## src/rtl/alu_pkg.sv

```systemverilog
// Shared ALU-side definitions: code width, sequencer FSM states and
// one-hot/encode helpers for the default 8-request configuration.
package alu_pkg;

    localparam int ALU_W = 3;
    localparam int ALU_N = 1 << ALU_W;

    typedef enum logic {
        ST_IDLE    = 1'b0,
        ST_PRESENT = 1'b1
    } state_e;

    function automatic logic [ALU_N-1:0] onehot(input logic [ALU_W-1:0] idx);
        return ALU_N'(1) << idx;
    endfunction

    // Highest set index of vec; returns 0 for an empty vector.
    function automatic logic [ALU_W-1:0] encode(input logic [ALU_N-1:0] vec);
        logic [ALU_W-1:0] r;
        r = '0;
        for (int i = 0; i < ALU_N; i++) begin
            if (vec[i]) r = ALU_W'(i);
        end
        return r;
    endfunction

endpackage

```

## src/rtl/prio_enc8to3.sv

```systemverilog
// Combinational priority encoder: idx is the highest set bit of vec,
// any flags a non-empty vector.
module prio_enc8to3 #(
    parameter int W = 3
) (
    input  logic [(1<<W)-1:0] vec,
    output logic [W-1:0]      idx,
    output logic              any
);

    always_comb begin
        idx = '0;
        any = 1'b0;
        for (int i = 0; i < (1 << W); i++) begin
            if (vec[i]) begin
                idx = W'(i);
                any = 1'b1;
            end
        end
    end

endmodule

```

## src/rtl/request_encoder8to3.sv

```systemverilog
// Sticky request latch + priority encoder issuing the selected index over
// valid/ready. Define ROUND_ROBIN_EN for rotating instead of fixed priority.
module request_encoder8to3
    import alu_pkg::*;
#(
    parameter int           W        = ALU_W,
    parameter logic [W-1:0] RST_CODE = '0
) (
    input  logic                clk,
    input  logic                rst_n,
    input  logic                En,
    input  logic [(1<<W)-1:0]   req,
    output logic [W-1:0]        code,
    output logic                valid,
    input  logic                ready,
    output logic [(1<<W)-1:0]   pending
);

    localparam int N = 1 << W;

    state_e         state_q, state_d;
    logic [W-1:0]   code_q, code_d;
    logic           valid_q, valid_d;
    logic [N-1:0]   pending_q, pending_d;

    logic           accept;
    logic [N-1:0]   clr;
    logic [N-1:0]   cand;
    logic [N-1:0]   enc_vec;
    logic [W-1:0]   enc_idx;
    logic [W-1:0]   sel;
    logic           any;

    always_comb begin
        accept    = valid_q && ready;
        clr       = accept ? (N'(1) << code_q) : '0;
        // A request re-asserted in its own accept cycle survives the clear.
        cand      = (pending_q & ~clr) | req;
        pending_d = cand;
    end

`ifdef ROUND_ROBIN_EN
    logic [W-1:0] ptr_q, ptr_d;

    // Rotate so the search start lands on the encoder's top bit; the encoder
    // returns j for offset N-1-j, which is ~j in W bits.
    always_comb begin
        ptr_d   = accept ? (code_q + W'(1)) : ptr_q;
        enc_vec = '0;
        for (int k = 0; k < N; k++) begin
            enc_vec[N-1-k] = cand[ptr_d + W'(k)];
        end
        sel = ptr_d + ~enc_idx;
    end

    always_ff @(posedge clk or negedge rst_n) begin
        if (!rst_n) ptr_q <= '0;
        else        ptr_q <= ptr_d;
    end
`else
    always_comb begin
        enc_vec = cand;
        sel     = enc_idx;
    end
`endif

    prio_enc8to3 #(.W(W)) u_enc (
        .vec (enc_vec),
        .idx (enc_idx),
        .any (any)
    );

    always_comb begin
        state_d = state_q;
        code_d  = code_q;
        valid_d = valid_q;
        case (state_q)
            ST_IDLE: begin
                if (En && any) begin
                    code_d  = sel;
                    valid_d = 1'b1;
                    state_d = ST_PRESENT;
                end
            end
            ST_PRESENT: begin
                // Presented code is frozen until accepted; no preemption.
                if (accept) begin
                    if (En && any) begin
                        code_d = sel;
                    end else begin
                        valid_d = 1'b0;
                        state_d = ST_IDLE;
                    end
                end
            end
            default: begin
                valid_d = 1'b0;
                state_d = ST_IDLE;
            end
        endcase
    end

    always_ff @(posedge clk or negedge rst_n) begin
        if (!rst_n) begin
            state_q   <= ST_IDLE;
            code_q    <= RST_CODE;
            valid_q   <= 1'b0;
            pending_q <= '0;
        end else begin
            state_q   <= state_d;
            code_q    <= code_d;
            valid_q   <= valid_d;
            pending_q <= pending_d;
        end
    end

    assign code    = code_q;
    assign valid   = valid_q;
    assign pending = pending_q;

endmodule

```

## config.mk

```make
export PLATFORM = sky130hd
export DESIGN_NAME = request_encoder8to3
export DESIGN_NICKNAME = d
export VERILOG_FILES = /design/src/rtl/alu_pkg.sv /design/src/rtl/prio_enc8to3.sv /design/src/rtl/request_encoder8to3.sv
export SDC_FILE = /design/constraint.sdc
export NUM_CORES = 1
export LEC_CHECK = 0
export ABC_AREA = 1
export CELL_PAD_IN_SITES_DETAIL_PLACEMENT = 0
export CELL_PAD_IN_SITES_GLOBAL_PLACEMENT = 1
export CORE_ASPECT_RATIO = 0.9
export CORE_UTILIZATION = 34
export CTS_CLUSTER_DIAMETER = 150
export DETAILED_ROUTE_END_ITERATION = 8
export GPL_ROUTABILITY_DRIVEN = 0
export PLACE_DENSITY = 0.84
export SLEW_MARGIN = 40
export SYNTH_ARGS = -nofsm -noshare
export SYNTH_HDL_FRONTEND = slang
export SYNTH_SLANG_ARGS = --single-unit
```

## constraint.sdc

```tcl
create_clock -name clk -period 2.9 [get_ports clk]
set_input_delay 0.58 -clock clk [delete_from_list [all_inputs] [get_ports clk]]
set_output_delay 0.58 -clock clk [all_outputs]
set_load 0.1 [all_outputs]
```

Word level (Yosys, flattened, before mapping)
Index checks and enable logic that the tools add are counted.
- bits in latches: 0
- memory bits (read-only): 0
- output and inout port bits: 12
- RAM bits: 0
- register bits: 13
- memories: 0
- input port bits: 12
- logic and storage cells: 41
- multiplexer cells: 26
- div/mod/pow operators: 0
- $add $sub $neg: 0
- shift operators: 1
- equality and inequality tests: 3
- bitwise logic cells: 4
- $mul: 0
- reductions and logical operators: 3
- order comparisons: 0
- operator list (operator ; number):
    $mux 3 ; 6
    $mux 1 ; 14
    $and 8x8->8 ; 1
    $mux 8 ; 1
    $not 8->8 ; 1
    $or 8x8->8 ; 1
    $shl 1x3->8 const A ; 1
    $pmux 3 s2 ; 1
    $mux 2 ; 2
    $ne 2x2->1 const B ; 2
    $pmux 1 s2 ; 2
    $reduce_and 3->1 ; 1
    $logic_and 1x1->1 ; 2
    $ne 2x1->1 const B ; 1
    $not 1->1 ; 1

Longest topological paths before layout
Gate-level depths: netlist of run 1.
- depth after elaboration: 17
- mapped depth: 14
- gate-level depth less buffers: 14

Modules after synthesis
A second synthesis of run 1 with hierarchy kept.
- cell total of the unflattened synthesis: 94
- area, all modules: 651.9 µm²
- by module, submodules not included (module ; area each (µm²) ; seq. area each (µm²) ; times used ; cells each):
    request_encoder8to3 ; 574.3 ; 325.3 ; 1 ; 74
    prio_enc8to3 ; 77.6 ; 0.0 ; 1 ; 20

Worst setup path before layout of run 1
Ideal clock, no wire load.
- path type: reg-to-reg
- start: reg valid_q, in the netlist valid
- end: reg code_q[0], in the netlist code[0]
- stages on the path, launching flop included: 12
- data arrival time: 1.990 ns
- data required time: 2.780 ns
- period minus slack after synthesis: 2.110 ns
- path buffers: 0
- setup time: 0.120 ns
- slack: 0.790 ns
- path through: dfrtp_1 > nand2_2 > nor2_2 > nand2_2 > a21oi_4 > nand2_2 > nor2_2 > nand2_2 > nand2_2 > nor2_1 > nand2_1 > nand2_1
- longest elaborated chain between the ends: 17
- elaborated cells on any way between the ends: 25
- those cells by class: eq/ne (1); mux (19); bitwise (3); reduce/logical (2)
- ends and longest elaborated chain (what ; RTL line ; text):
    from (decl) ; request_encoder8to3.sv:23 ; logic valid_q, valid_d;
    from (signal assigned) ; request_encoder8to3.sv:112 ; valid_q <= valid_d;
    $logic_and 1x1->1 * ; request_encoder8to3.sv:35 ; accept = valid_q && ready;
    $mux 8 ; request_encoder8to3.sv:36 ; clr = accept ? (N'(1) << code_q) : '0;
    $not 8->8 ; request_encoder8to3.sv:38 ; cand = (pending_q & ~clr) | req;
    $and 8x8->8 ; request_encoder8to3.sv:38 ;
    $or 8x8->8 ; request_encoder8to3.sv:38 ;
    $mux 1 (8 in a row) ; prio_enc8to3.sv:15 ; if (vec[i]) begin
    $logic_and 1x1->1 ; request_encoder8to3.sv:79, request_encoder8to3.sv:88 ;
    $mux 3 ; request_encoder8to3.sv:79, request_encoder8to3.sv:88 ;
    $mux 3 ; request_encoder8to3.sv:87 ; if (accept) begin
    $pmux 3 s2 ; request_encoder8to3.sv:77 ; case (state_q)
    to (signal assigned) ; request_encoder8to3.sv:111 ; code_q <= code_d;
    to (decl) ; request_encoder8to3.sv:22 ; logic [W-1:0] code_q, code_d;
Mark *: on every way between the ends. The rest lies on a longest branch, timed or not. The select of a mux whose other input is x is not followed.
A chain may end at the register's enable or synchronous reset.

Worst setup path after layout of run 1
- start: in ready
- end: reg code_q[0], in the netlist code[0]
- longest elaborated chain between the ends: 17
- elaborated cells on any way between the ends: 25
- those cells by class: eq/ne (1); mux (19); bitwise (3); reduce/logical (2)
- ends and longest elaborated chain (what ; RTL line ; text):
    from (decl) ; request_encoder8to3.sv:15 ; input logic ready,
    $logic_and 1x1->1 * ; request_encoder8to3.sv:35 ;
    $mux 8 ; request_encoder8to3.sv:36 ;
    $not 8->8 ; request_encoder8to3.sv:38 ;
    $and 8x8->8 ; request_encoder8to3.sv:38 ;
    $or 8x8->8 ; request_encoder8to3.sv:38 ;
    $mux 1 (8 in a row) ; prio_enc8to3.sv:15 ;
    $logic_and 1x1->1 ; request_encoder8to3.sv:79, request_encoder8to3.sv:88 ;
    $mux 3 ; request_encoder8to3.sv:79, request_encoder8to3.sv:88 ;
    $mux 3 ; request_encoder8to3.sv:87 ;
    $pmux 3 s2 ; request_encoder8to3.sv:77 ;
Marks and branches as above.

==> qor.log, run 1 <==
INFO  pwr            internal_power=407uW
INFO  pwr            power.share.clock=0.114
INFO  clocking       cts_made_buffers=3
INFO  drt            finalWirelength=1430um
INFO  floorplanning  die_width=50.7um
INFO  critical_path  timing_worst_setup_path_type=input port to register
INFO  clocking       setup_fix_bufs_post_cts=0
INFO  yosys          synthArstFlopShare=1.00
INFO  placement      numPortBuffers=23
INFO  critical_path  crit-reg2reg-capture=code[0]
INFO  global_routing maximum_number_of_pins_on_one_net_before_global_route_repair=14
INFO  min_path       hold_path_startpoint=pending[0]
INFO  sta            finalHoldViolCount=0
INFO  sta            achievable-frequency=509MHz
INFO  yosys          top_area_cell_type_share_of_the_netlist_area=0.448
INFO  pwr            power.ir.vdd_worst=485uV
INFO  floorplanning  die_area=2320um2
INFO  yosys          ys_types=13
INFO  yosys          netlist_area=726um2
INFO  clocking       max_root_sink_buffers=2
INFO  critical_path  r2r_start=code[1]
INFO  clocking       resized_cells_post_cts=0
INFO  floorplanning  std_cell_rows=15
INFO  pwr            seq_power_share=0.289
INFO  critical_path  worstPathRequired=3.07ns
INFO  sta            setup_viol=0
INFO  drt            detailedRoute.firstPassIterationCount=4
INFO  drt            routed_wire_per_std_cell=10.2um
INFO  yosys          synth_edf_count=0
INFO  global_routing first_global_vias=597
INFO  yosys          yosysSeqAreaShare=0.448
INFO  critical_path  crit_fanout=4
INFO  floorplanning  die_height=45.8um
INFO  yosys          synth-seq-cells=13
INFO  cells_and_area final_area=983um2
INFO  flow_run       drv.max_cap_violation_count=0
INFO  critical_path  cp-start-kind=input port
INFO  status         run_status=complete, no violations
INFO  sta            fin_crit=1.97ns
INFO  min_path       worstHoldPathType=register to register
INFO  clocking       numClockSinks=13
INFO  clocking       cts_tree=yes
INFO  yosys          synth_common_cells=nand2_1 (22), inv_1 (20), dfrtp_1 (13)
INFO  floorplanning  pin_count=24
INFO  clocking       clk_latency=0.27ns
INFO  drt            remaining_drc_errors=0
INFO  cells_and_area final_nets=129
INFO  placement      place_area=957um2
INFO  drt            detailedRoute.firstIterationViolations=12
INFO  sta            share_of_the_clock_period_used_by_the_worst_path=0.678
INFO  sta            slew_headroom=0.594
INFO  yosys          synthDominantAreaCellType=dfrtp_1
INFO  pwr            sw_frac_of_total=0.578
INFO  drt            detail-route-antenna-nets=0
INFO  pwr            share_of_total_power_in_combinational_logic=0.597
INFO  floorplanning  core-area=1970um2
INFO  sta            timing_max_transition_violations_final=0
INFO  yosys          avgSynthCellArea=8.15um2
INFO  sta            clock-skew-final=0.00304ns
INFO  pwr            power.switching=558uW
INFO  min_path       min_delay_worst_endpoint=pending[0]
INFO  critical_path  end_kind=register
INFO  yosys          yosysMostFrequentCell=nand2_1
INFO  yosys          netlist_top_cells_area=dfrtp_1 (45%), nand2_1 (11%), inv_1 (10%)
INFO  global_routing grt_overflow=0
INFO  yosys          mappedNetlistNets=101
INFO  pwr            power_density=981nW/um2
INFO  drt            vias_per_cell=4.32
INFO  sta            timing.setup.tns=0ns
INFO  drt            routed-via-count=609
INFO  cells_and_area diodes_inserted=0
INFO  critical_path  ff2ff_setup_slack=1.28ns
INFO  cells_and_area fraction_of_final_layout_cells_sized_beyond_drive_strength_1=0.310
INFO  critical_path  rr_worst_depth=12
INFO  sta            transition_at_the_pin_with_the_smallest_max_transition_slack=0.607ns
INFO  clocking       clkTransAtPathRegs=0.08ns
INFO  clocking       cts_max_level=1
INFO  yosys          ys.flop_type=dfrtp_1
INFO  clocking       clock-root-buffer=clkbuf_4
INFO  floorplanning  start_util=0.368
INFO  clocking       cts_hold_repair.buffers=0
INFO  cells_and_area layout-area-overhead-vs-synth=35.5%
INFO  cells_and_area nFillCells=204
INFO  yosys          synth_cells=89
INFO  placement      dp_hpwl=1200um
INFO  pwr            p_leak=0.434nW
INFO  critical_path  arrival=2.14ns
INFO  min_path       hold_path_depth=2
INFO  yosys          yosys_warnings=0
INFO  global_routing grt.total_usage=0.153
INFO  sta            grt_setup_unrepaired=no
INFO  global_routing wire_length_of_the_first_global_routing_pass=2530um
INFO  global_routing antenna_found_initial=0
-- per-stage QoR --
step | setup slack, ns | power, mW | utilization | hold slack, ns | instances
final | 0.934 | 0.964 | 0.499 | 0.506 | 141
after global routing | 0.794 | 1.02 | 0.499 | 0.535 | 141
after CTS | 0.925 | 0.975 | 0.499 | 0.507 | 141
after detailed placement | 0.636 | 0.863 | 0.486 | 0.488 | 137
after global placement | 0.659 | 0.857 | 0.486 | 0.479 | 137
after floorplan | 0.790 | 0.733 | - | 0.284 | 89
-- per-layer routing --
| metal | global-route usage | part of all wire | vias to the layer above |
|---|---|---|---|
| li1 | - | - | 317 |
| met1 | 0.179 | 0.45 | 272 |
| met2 | 0.253 | 0.47 | 18 |
| met3 | 0.0667 | 0.070 | 2 |
| met4 | 0.0500 | 0.0070 | 0 |
| met5 | 0 | 0 | - |
-- layout make-up --
cell class | instances | area (um2) | area share
flip-flops and latches | 13 | 325 | 0.331
well taps | 25 | 31.3 | 0.0318
repair buffers | 23 | 200 | 0.204
clock buffers | 4 | 26.3 | 0.0267
inverters | 20 | 75.1 | 0.0763
multi-input cells | 56 | 325 | 0.331
-- cell families after synthesis --
kind of cell           count (synthesis)  share of synthesized area
buffers and inverters                 20                      0.103
AND/OR/NAND/NOR                       47                      0.322
flip-flops                            13                      0.448
AO/OA/AOI/OAI                          9                      0.126
-- registers in the layout (all words and copies together) (netlist names) --
| name | cells |
|---|---|
| pending | 8 |
| code | 3 |
| state_q | 1 |
| valid | 1 |
-- how the worst max path moves through the flow --
stage / startpoint / to / slack, ns / cells after the start
detailed placement: ready / code[0] / 0.64 / 12
global route: ready / code[0] / 0.79 / 12
global placement: ready / code[0] / 0.66 / 12
floorplan: valid / code[0] / 0.79 / 11
finish: ready / code[0] / 0.93 / 12
CTS: ready / code[0] / 0.92 / 12
-- critical path, cell delays in order --
cell	delay, ns
clkdlybuf4s50_1	0.50
nand2_2	0.08
nor2_2	0.19
nand2_2	0.10
a21oi_4	0.15
nand2_2	0.08
nor2_2	0.13
nand2_2	0.08
nand2_2	0.09
nor2_1	0.06
nand2_1	0.07
nand2_1	0.04
-- power groups by stage --
stage | combinational, mW | clock (mW) | sequential (mW)
after floorplan | 0.148 | 0 | 0.585
after global placement | 0.576 | 0 | 0.281
after detailed placement | 0.579 | 0 | 0.284
after CTS | 0.580 | 0.115 | 0.280
after global routing | 0.608 | 0.126 | 0.288
final | 0.576 | 0.110 | 0.279
-- placed cells by master (no fill, tap or decap), types with 3 or more instances in the layout --
cell and count:
nand2_1 22, buf_4 12, clkbuf_4 3, nor2_2 5, nand2_2 9, clkdlybuf4s50_1 11
a21oi_4 4, dfrtp_1 13, nor2_1 6, inv_1 20
Power figures use the tool's default switching activity.
==> run 2: changes to the inputs <==
--- a/config.mk
+++ b/config.mk
@@ -9,11 +9,11 @@
 export CELL_PAD_IN_SITES_DETAIL_PLACEMENT = 0
 export CELL_PAD_IN_SITES_GLOBAL_PLACEMENT = 1
 export CORE_ASPECT_RATIO = 0.9
-export CORE_UTILIZATION = 34
+export CORE_UTILIZATION = 28
 export CTS_CLUSTER_DIAMETER = 150
 export DETAILED_ROUTE_END_ITERATION = 8
 export GPL_ROUTABILITY_DRIVEN = 0
-export PLACE_DENSITY = 0.84
+export PLACE_DENSITY = 0.74
 export SLEW_MARGIN = 40
 export SYNTH_ARGS = -nofsm -noshare
 export SYNTH_HDL_FRONTEND = slang
==> constraint.sdc (replaced) <==
create_clock -name clk -period 1.6 [get_ports clk]
set_input_delay 0.32 -clock clk [delete_from_list [all_inputs] [get_ports clk]]
set_output_delay 0.32 -clock clk [all_outputs]
set_load 0.1 [all_outputs]
==> run 2 against run 1 <==
Die area rose by 20%. Register-to-register slack lost 1.2 ns. Sequential cell count is the same. Via count rose by 8.4%. Wire length rose by 20%. Hold slack lost 0.17 ns. Critical path type is now register to register. Critical endpoint is now valid.
==> qor.log, run 2 (synthesis gave the netlist of run 1 again) <==
INFO  pwr            p_leak=0.572nW [was 0.434 nW]
INFO  sta            transition_at_the_pin_with_the_smallest_max_transition_slack=0.200ns [was 0.607 ns]
INFO  placement      place_area=1220um2 [was 957 um2]
INFO  critical_path  cp-start-kind=register [was input port]
INFO  clocking       cts_tree=yes [unchanged]
INFO  global_routing grt.met3_usage=0.0515 [was 0.0667]
INFO  cells_and_area diodes_inserted=0 [unchanged]
INFO  clocking       cts_hold_repair.buffers=0 [unchanged]
INFO  clocking       clkTransAtPathRegs=0.08ns [about the same]
INFO  cells_and_area nFillCells=214 [was 204]
INFO  cells_and_area largest_register_ff_count=8 [unchanged]
INFO  global_routing antenna_found_initial=0 [unchanged]
INFO  sta            achievable-frequency=646MHz
INFO  critical_path  cp_num_buf_inv=1 [unchanged]
INFO  drt            detailedRoute.firstPassIterationCount=2 [was 4]
INFO  floorplanning  core-area=2450um2 [was 1970 um2]
INFO  cells_and_area fin_util=0.539 [was 0.499]
INFO  flow_run       drv.max_cap_violation_count=0 [unchanged]
INFO  clocking       clk_latency=0.28ns [was 0.27 ns]
INFO  clocking       cts_max_level=1 [unchanged]
INFO  pwr            power.switching=1.16mW [was 558 uW]
INFO  critical_path  worstPathCellList=nand2_4 > nor2_4 > nand2_1 > a21oi_2 > nand2_2 > nor2_4 > nand2_2 > nand3_1 > nand2_1 > nand2_1 > inv_1 [was clkdlybuf4s50_1 > nand2_2 > nor2_2 > nand2_2 > a21oi_4 > nand2_2 > nor2_2 > nand2_2 > nand2_2 > nor2_1 > nand2_1 > nand2_1]
INFO  global_routing global_route.usage.met2=0.239 [was 0.253]
INFO  cells_and_area non_filler_instances=157 [was 141]
INFO  sta            timing_max_transition_violations_final=0 [unchanged]
INFO  critical_path  critical-path-top-cell-by-count=nand2_1 [was nand2_2]
INFO  cells_and_area layout.cells.most_common_list=inv_1 (18), nand2_1 (18), buf_4 (13), buf_12 (12), nand2_2 (11) [was nand2_1 (22), inv_1 (20), dfrtp_1 (13), buf_4 (12), clkdlybuf4s50_1 (11)]
INFO  sta            timing.setup.tns=0ns [unchanged]
INFO  global_routing grt.total_usage=0.143 [was 0.153]
INFO  placement      place_ws=-0.359ns [was 0.636 ns]
INFO  drt            detailedRoute.firstIterationViolations=3 [was 12]
INFO  critical_path  cp_slowest_cell=dfrtp_4 [was clkdlybuf4s50_1]
INFO  global_routing grt.met1_usage=0.175 [was 0.179]
INFO  global_routing layer_with_the_highest_usage_after_global_routing=met2 [unchanged]
INFO  drt            routed_wire_per_std_cell=11.0um [was 10.2 um]
INFO  status         run_status=complete, no violations [unchanged]
INFO  global_routing wire_length_of_the_first_global_routing_pass=2990um [was 2530 um]
INFO  critical_path  worstPathRequired=1.78ns [was 3.07 ns]
INFO  pwr            power_density=1710nW/um2 [was 981 nW/um2]
INFO  floorplanning  die_area=2800um2 [was 2320 um2]
INFO  drt            detail-route-antenna-nets=0 [unchanged]
INFO  placement      dp_cells=149 [was 137]
INFO  cells_and_area layout-area-overhead-vs-synth=81.6% [was 35.5%]
INFO  pwr            power.share.clock=0.092 [was 0.114]
INFO  floorplanning  die_height=50.3um [was 45.8 um]
INFO  clocking       max_root_sink_buffers=2 [unchanged]
INFO  pwr            internal_power=1.10mW [was 407 uW]
INFO  cells_and_area final_area=1320um2 [was 983 um2]
INFO  sta            clock-skew-final=0.000656ns [was 0.00304 ns]
INFO  pwr            power=2.25mW [was 964 uW]
INFO  pwr            share_of_total_power_in_combinational_logic=0.644 [was 0.597]
INFO  sta            final_critical_path_setup_slack=0.0526ns [was 0.934 ns]
INFO  floorplanning  start_util=0.297 [was 0.368]
INFO  pwr            sw_frac_of_total=0.514 [was 0.578]
INFO  pwr            seq_power_share=0.264 [was 0.289]
INFO  sta            grt_setup_unrepaired=yes [was no]
INFO  critical_path  arrival=1.73ns [was 2.14 ns]
INFO  min_path       worstHoldPathType=input port to async pin [was register to register]
INFO  cells_and_area fraction_of_final_layout_cells_sized_beyond_drive_strength_1=0.543 [was 0.310]
INFO  clocking       clock-root-buffer=clkbuf_4 [unchanged]
INFO  critical_path  end_kind=register [unchanged]
INFO  floorplanning  std_cell_rows=17 [was 15]
INFO  sta            finalHoldWorstSlack=0.338ns [was 0.506 ns]
INFO  clocking       cts_made_buffers=3 [unchanged]
INFO  drt            remaining_drc_errors=0 [unchanged]
INFO  drt            routed-via-count=660 [was 609]
INFO  drt            vias_per_cell=4.20 [was 4.32]
INFO  cells_and_area final_nets=142 [was 129]
INFO  critical_path  timing_worst_setup_path_type=register to register [was input port to register]
INFO  sta            finalHoldViolCount=0 [unchanged]
INFO  pwr            power.ir.vdd_worst=1370uV [was 485 uV]
INFO  drt            finalWirelength=1720um [was 1430 um]
INFO  placement      numPortBuffers=23 [unchanged]
INFO  sta            setup_viol=0 [unchanged]
INFO  clocking       numClockSinks=13 [unchanged]
INFO  critical_path  path_delay_family=simple AND/OR/NAND/NOR gates [unchanged]
INFO  global_routing grt_overflow=0 [unchanged]
INFO  sta            fin_crit=1.55ns
INFO  sta            slew_headroom=0.866 [was 0.594]
INFO  critical_path  ff2ff_setup_slack=0.05ns [was 1.28 ns]
INFO  floorplanning  pin_count=24 [unchanged]
INFO  sta            share_of_the_clock_period_used_by_the_worst_path=0.967
INFO  floorplanning  die_width=55.7um [was 50.7 um]
INFO  global_routing maximum_number_of_pins_on_one_net_before_global_route_repair=14 [unchanged]
INFO  critical_path  crit_path_max_incr_delay=0.44ns [was 0.50 ns]
INFO  global_routing first_global_vias=663 [was 597]
INFO  placement      dp_hpwl=1370um [was 1200 um]
INFO  critical_path  crit_fanout=4 [unchanged]
## run 2: routing by layer
layer  routed length (um)  part of all wire
met5                    0                 0
met4                   13            0.0075
met3                  100             0.058
met2                  834              0.48
met1                  773              0.45
## run 2: final cells by class
class / instances / area [um2] / share of cell area
timing repair buffer: 36 / 447 / 0.339
multi-input combinational: 56 / 384 / 0.292
sequential: 13 / 348 / 0.264
inverter: 20 / 77.6 / 0.0589
tap: 28 / 35.0 / 0.0266
clock buffer: 4 / 26.3 / 0.0199
## run 2: worst paths after layout
check	startpoint	to	cells after the start
min in group clk	state_q	valid	3
max in group asynchronous	rst_n	code[0]	2
worst min-delay path	rst_n	pending[6]	2
worst max register to register	valid	valid	11
worst max-delay path	valid	valid	11
worst min register to register	state_q	valid	3
## run 2: power by group through the flow
stage,combinational [mW],sequential (mW),clock [mW]
after floorplan,0.284,1.12,0
after global placement,1.35,0.588,0
after detailed placement,1.35,0.590,0
after CTS,1.36,0.585,0.221
after global routing,1.53,0.611,0.238
final,1.45,0.595,0.208
## run 2: what timing repair did
item,CTS,global route
pin swaps,0,15
resized for setup,2,14
setup buffers,0,4
setup endpoints to repair,4,5
==> run 3: changes to the inputs <==
--- a/config.mk
+++ b/config.mk
@@ -9,10 +9,12 @@
 export CELL_PAD_IN_SITES_DETAIL_PLACEMENT = 0
 export CELL_PAD_IN_SITES_GLOBAL_PLACEMENT = 1
 export CORE_ASPECT_RATIO = 0.9
+export CORE_MARGIN = 1
 export CORE_UTILIZATION = 28
 export CTS_CLUSTER_DIAMETER = 150
 export DETAILED_ROUTE_END_ITERATION = 8
 export GPL_ROUTABILITY_DRIVEN = 0
+export GPL_TIMING_DRIVEN = 0
 export PLACE_DENSITY = 0.74
 export SLEW_MARGIN = 40
 export SYNTH_ARGS = -nofsm -noshare
==> run 3 against run 2 <==
Sequential share of layout area rose by 6.9 points. Sequential cell count stayed put. Non-clock buffer count is 8 lower. Combinational power down 26%. Hold slack better by 0.086 ns. Total power fell by 19%. Die area unchanged. Clock power down 4%. Via count decreased by 3.6%. Critical path depth grew 1. Fmax decreased by 1.5%. Final area shrank 21%.
==> qor.log, run 3 (synthesis gave the netlist of run 1 again) <==
INFO  clocking       clk_latency=0.27ns [was 0.28 ns]
INFO  cells_and_area largest_register_ff_count=8 [unchanged]
INFO  global_routing wire_length_of_the_first_global_routing_pass=2770um [was 2990 um]
INFO  clocking       cts_max_level=1 [unchanged]
INFO  clocking       cts_made_buffers=3 [unchanged]
INFO  sta            slew_headroom=0.596 [was 0.866]
INFO  cells_and_area layout.cells.most_common_list=nand2_1 (20), inv_1 (19), buf_2 (11), nand2_2 (10), clkdlybuf4s50_1 (10) [was inv_1 (18), nand2_1 (18), buf_4 (13), buf_12 (12), nand2_2 (11)]
INFO  drt            finalWirelength=1570um [was 1720 um]
INFO  drt            vias_per_cell=4.27 [was 4.20]
INFO  sta            achievable-frequency=636MHz [was 646 MHz]
INFO  placement      dp_hpwl=1190um [was 1370 um]
INFO  global_routing first_global_vias=623 [was 663]
INFO  clocking       cts_tree=yes [unchanged]
INFO  clocking       max_root_sink_buffers=2 [unchanged]
INFO  global_routing grt.total_usage=0.127 [was 0.143]
INFO  sta            finalHoldViolCount=0 [unchanged]
INFO  pwr            p_leak=0.443nW [was 0.572 nW]
INFO  global_routing grt_overflow=0 [unchanged]
INFO  floorplanning  die_width=55.7um [unchanged]
INFO  status         run_status=complete, no violations [unchanged]
INFO  critical_path  worst_setup_sp=code[1] [was valid]
INFO  placement      numPortBuffers=23 [unchanged]
INFO  sta            share_of_the_clock_period_used_by_the_worst_path=0.982 [was 0.967]
INFO  sta            setup_viol=0 [unchanged]
INFO  drt            routed-via-count=636 [was 660]
INFO  pwr            power_density=1750nW/um2 [was 1710 nW/um2]
INFO  critical_path  cp-start-kind=register [unchanged]
INFO  sta            transition_at_the_pin_with_the_smallest_max_transition_slack=0.604ns [was 0.200 ns]
INFO  sta            grt_setup_unrepaired=yes [unchanged]
INFO  floorplanning  core-area=2450um2 [unchanged]
INFO  clocking       clkTransAtPathRegs=0.08ns [about the same]
INFO  floorplanning  die_area=2800um2 [unchanged]
INFO  critical_path  end_kind=register [unchanged]
INFO  floorplanning  pin_count=24 [unchanged]
INFO  cells_and_area layout.cells.most_common=nand2_1
INFO  pwr            power.ir.vdd_worst=1630uV [was 1370 uV]
INFO  cells_and_area fin_util=0.428 [was 0.539]
INFO  critical_path  r2r_start=code[1] [was valid]
INFO  drt            detailedRoute.firstIterationViolations=5 [was 3]
INFO  sta            timing_max_transition_violations_final=0 [unchanged]
INFO  drt            remaining_drc_errors=0 [unchanged]
INFO  cells_and_area final-seq-area=348um2 [unchanged]
INFO  global_routing antenna_found_initial=0 [unchanged]
INFO  clocking       numClockSinks=13 [unchanged]
INFO  drt            detailedRoute.firstPassIterationCount=4 [was 2]
INFO  flow_run       drv.max_cap_violation_count=0 [unchanged]
INFO  floorplanning  std_cell_rows=17 [unchanged]
INFO  min_path       worstHoldPathType=input port to async pin [unchanged]
INFO  cells_and_area layout-area-overhead-vs-synth=44.1% [was 81.6%]
INFO  drt            detail-route-antenna-nets=0 [unchanged]
INFO  critical_path  crit_fanout=4 [unchanged]
INFO  cells_and_area diodes_inserted=0 [unchanged]
INFO  drt            routed_wire_per_std_cell=10.5um [was 11.0 um]
INFO  cells_and_area fraction_of_final_layout_cells_sized_beyond_drive_strength_1=0.471 [was 0.543]
INFO  floorplanning  start_util=0.297 [unchanged]
INFO  cells_and_area final_nets=134 [was 142]
INFO  global_routing maximum_number_of_pins_on_one_net_before_global_route_repair=14 [unchanged]
INFO  cells_and_area multi_input_comb_area=353um2 [was 384 um2]
INFO  sta            fin_crit=1.57ns [was 1.55 ns]
INFO  clocking       clock-root-buffer=clkbuf_4 [unchanged]
INFO  critical_path  arrival=1.74ns [was 1.73 ns]
INFO  sta            timing.setup.tns=0ns [unchanged]
INFO  sta            clock-skew-final=0.00167ns [was 0.000656 ns]
INFO  critical_path  worstPathRequired=1.77ns [was 1.78 ns]
INFO  floorplanning  die_height=50.3um [unchanged]
INFO  clocking       cts_hold_repair.buffers=0 [unchanged]
INFO  cells_and_area nFillCells=244 [was 214]
INFO  critical_path  timing_worst_setup_path_type=register to register [unchanged]
run 3: power breakdown:
part           switching [mW]  internal (mW)
Clock                   0.103         0.0966
Sequential              0.103          0.448
Combinational           0.848          0.235
Total                    1.05          0.780
run 3: final cells by class:
| class | instances | share of cell area |
|---|---|---|
| flip-flops and latches | 13 | 0.333 |
| clock buffers | 4 | 0.0251 |
| well taps | 28 | 0.0335 |
| multi-input cells | 56 | 0.337 |
| repair buffers | 28 | 0.200 |
| inverters | 20 | 0.0718 |
run 3: what timing repair did:
action / CTS / global route
endpoints found under the setup margin: 5 / 5
pin swaps: 3 / 4
gates resized for setup: 3 / 4
setup buffers: 2 / 3
run 3: routing by layer:
metal	up-vias	track usage	share of wire
met3	0	0.0515	0.059
met1	287	0.166	0.49
met4	0	0.0125	0
met5	-	0	0
met2	19	0.205	0.45
li1	330	-	-
run 3: worst paths after layout:
kind	end	slack, ns	depth (start not counted)
hold reg to reg	pending[0]	0.50	2
setup reg to reg	code[0]	0.03	12
hold / removal	pending[7]	0.42	1
min in group clk	pending[0]	0.50	2
setup / recovery	code[0]	0.03	12
max in group asynchronous	code[0]	0.73	1
run 3: stage by stage:
stage	cell area, um2	hold slack (ns)	total power, mW	worst slack (ns)	cells
2_1_floorplan	763	0.0244	1.40	-0.0625	89
3_3_place_gp	1030	0.483	1.65	-0.387	140
3_5_place_dp	968	0.485	1.58	-0.396	140
4_1_cts	1010	0.444	1.81	0.000508	146
5_1_grt	1050	0.476	1.96	-0.0984	149
6_report	1050	0.424	1.83	0.0284	149
run 3: critical path, cell delays in order (launching register included):
cell and delay (ns):
dfrtp_4 0.50, inv_2 0.07, nand2_1 0.07, nor2_2 0.11, nor2_1 0.06, nor2_2 0.13
nand2_2 0.08, nor2_4 0.12, nand2_2 0.09, nand2_2 0.09, nor2_1 0.05, nand2_1 0.06
nand2_1 0.04
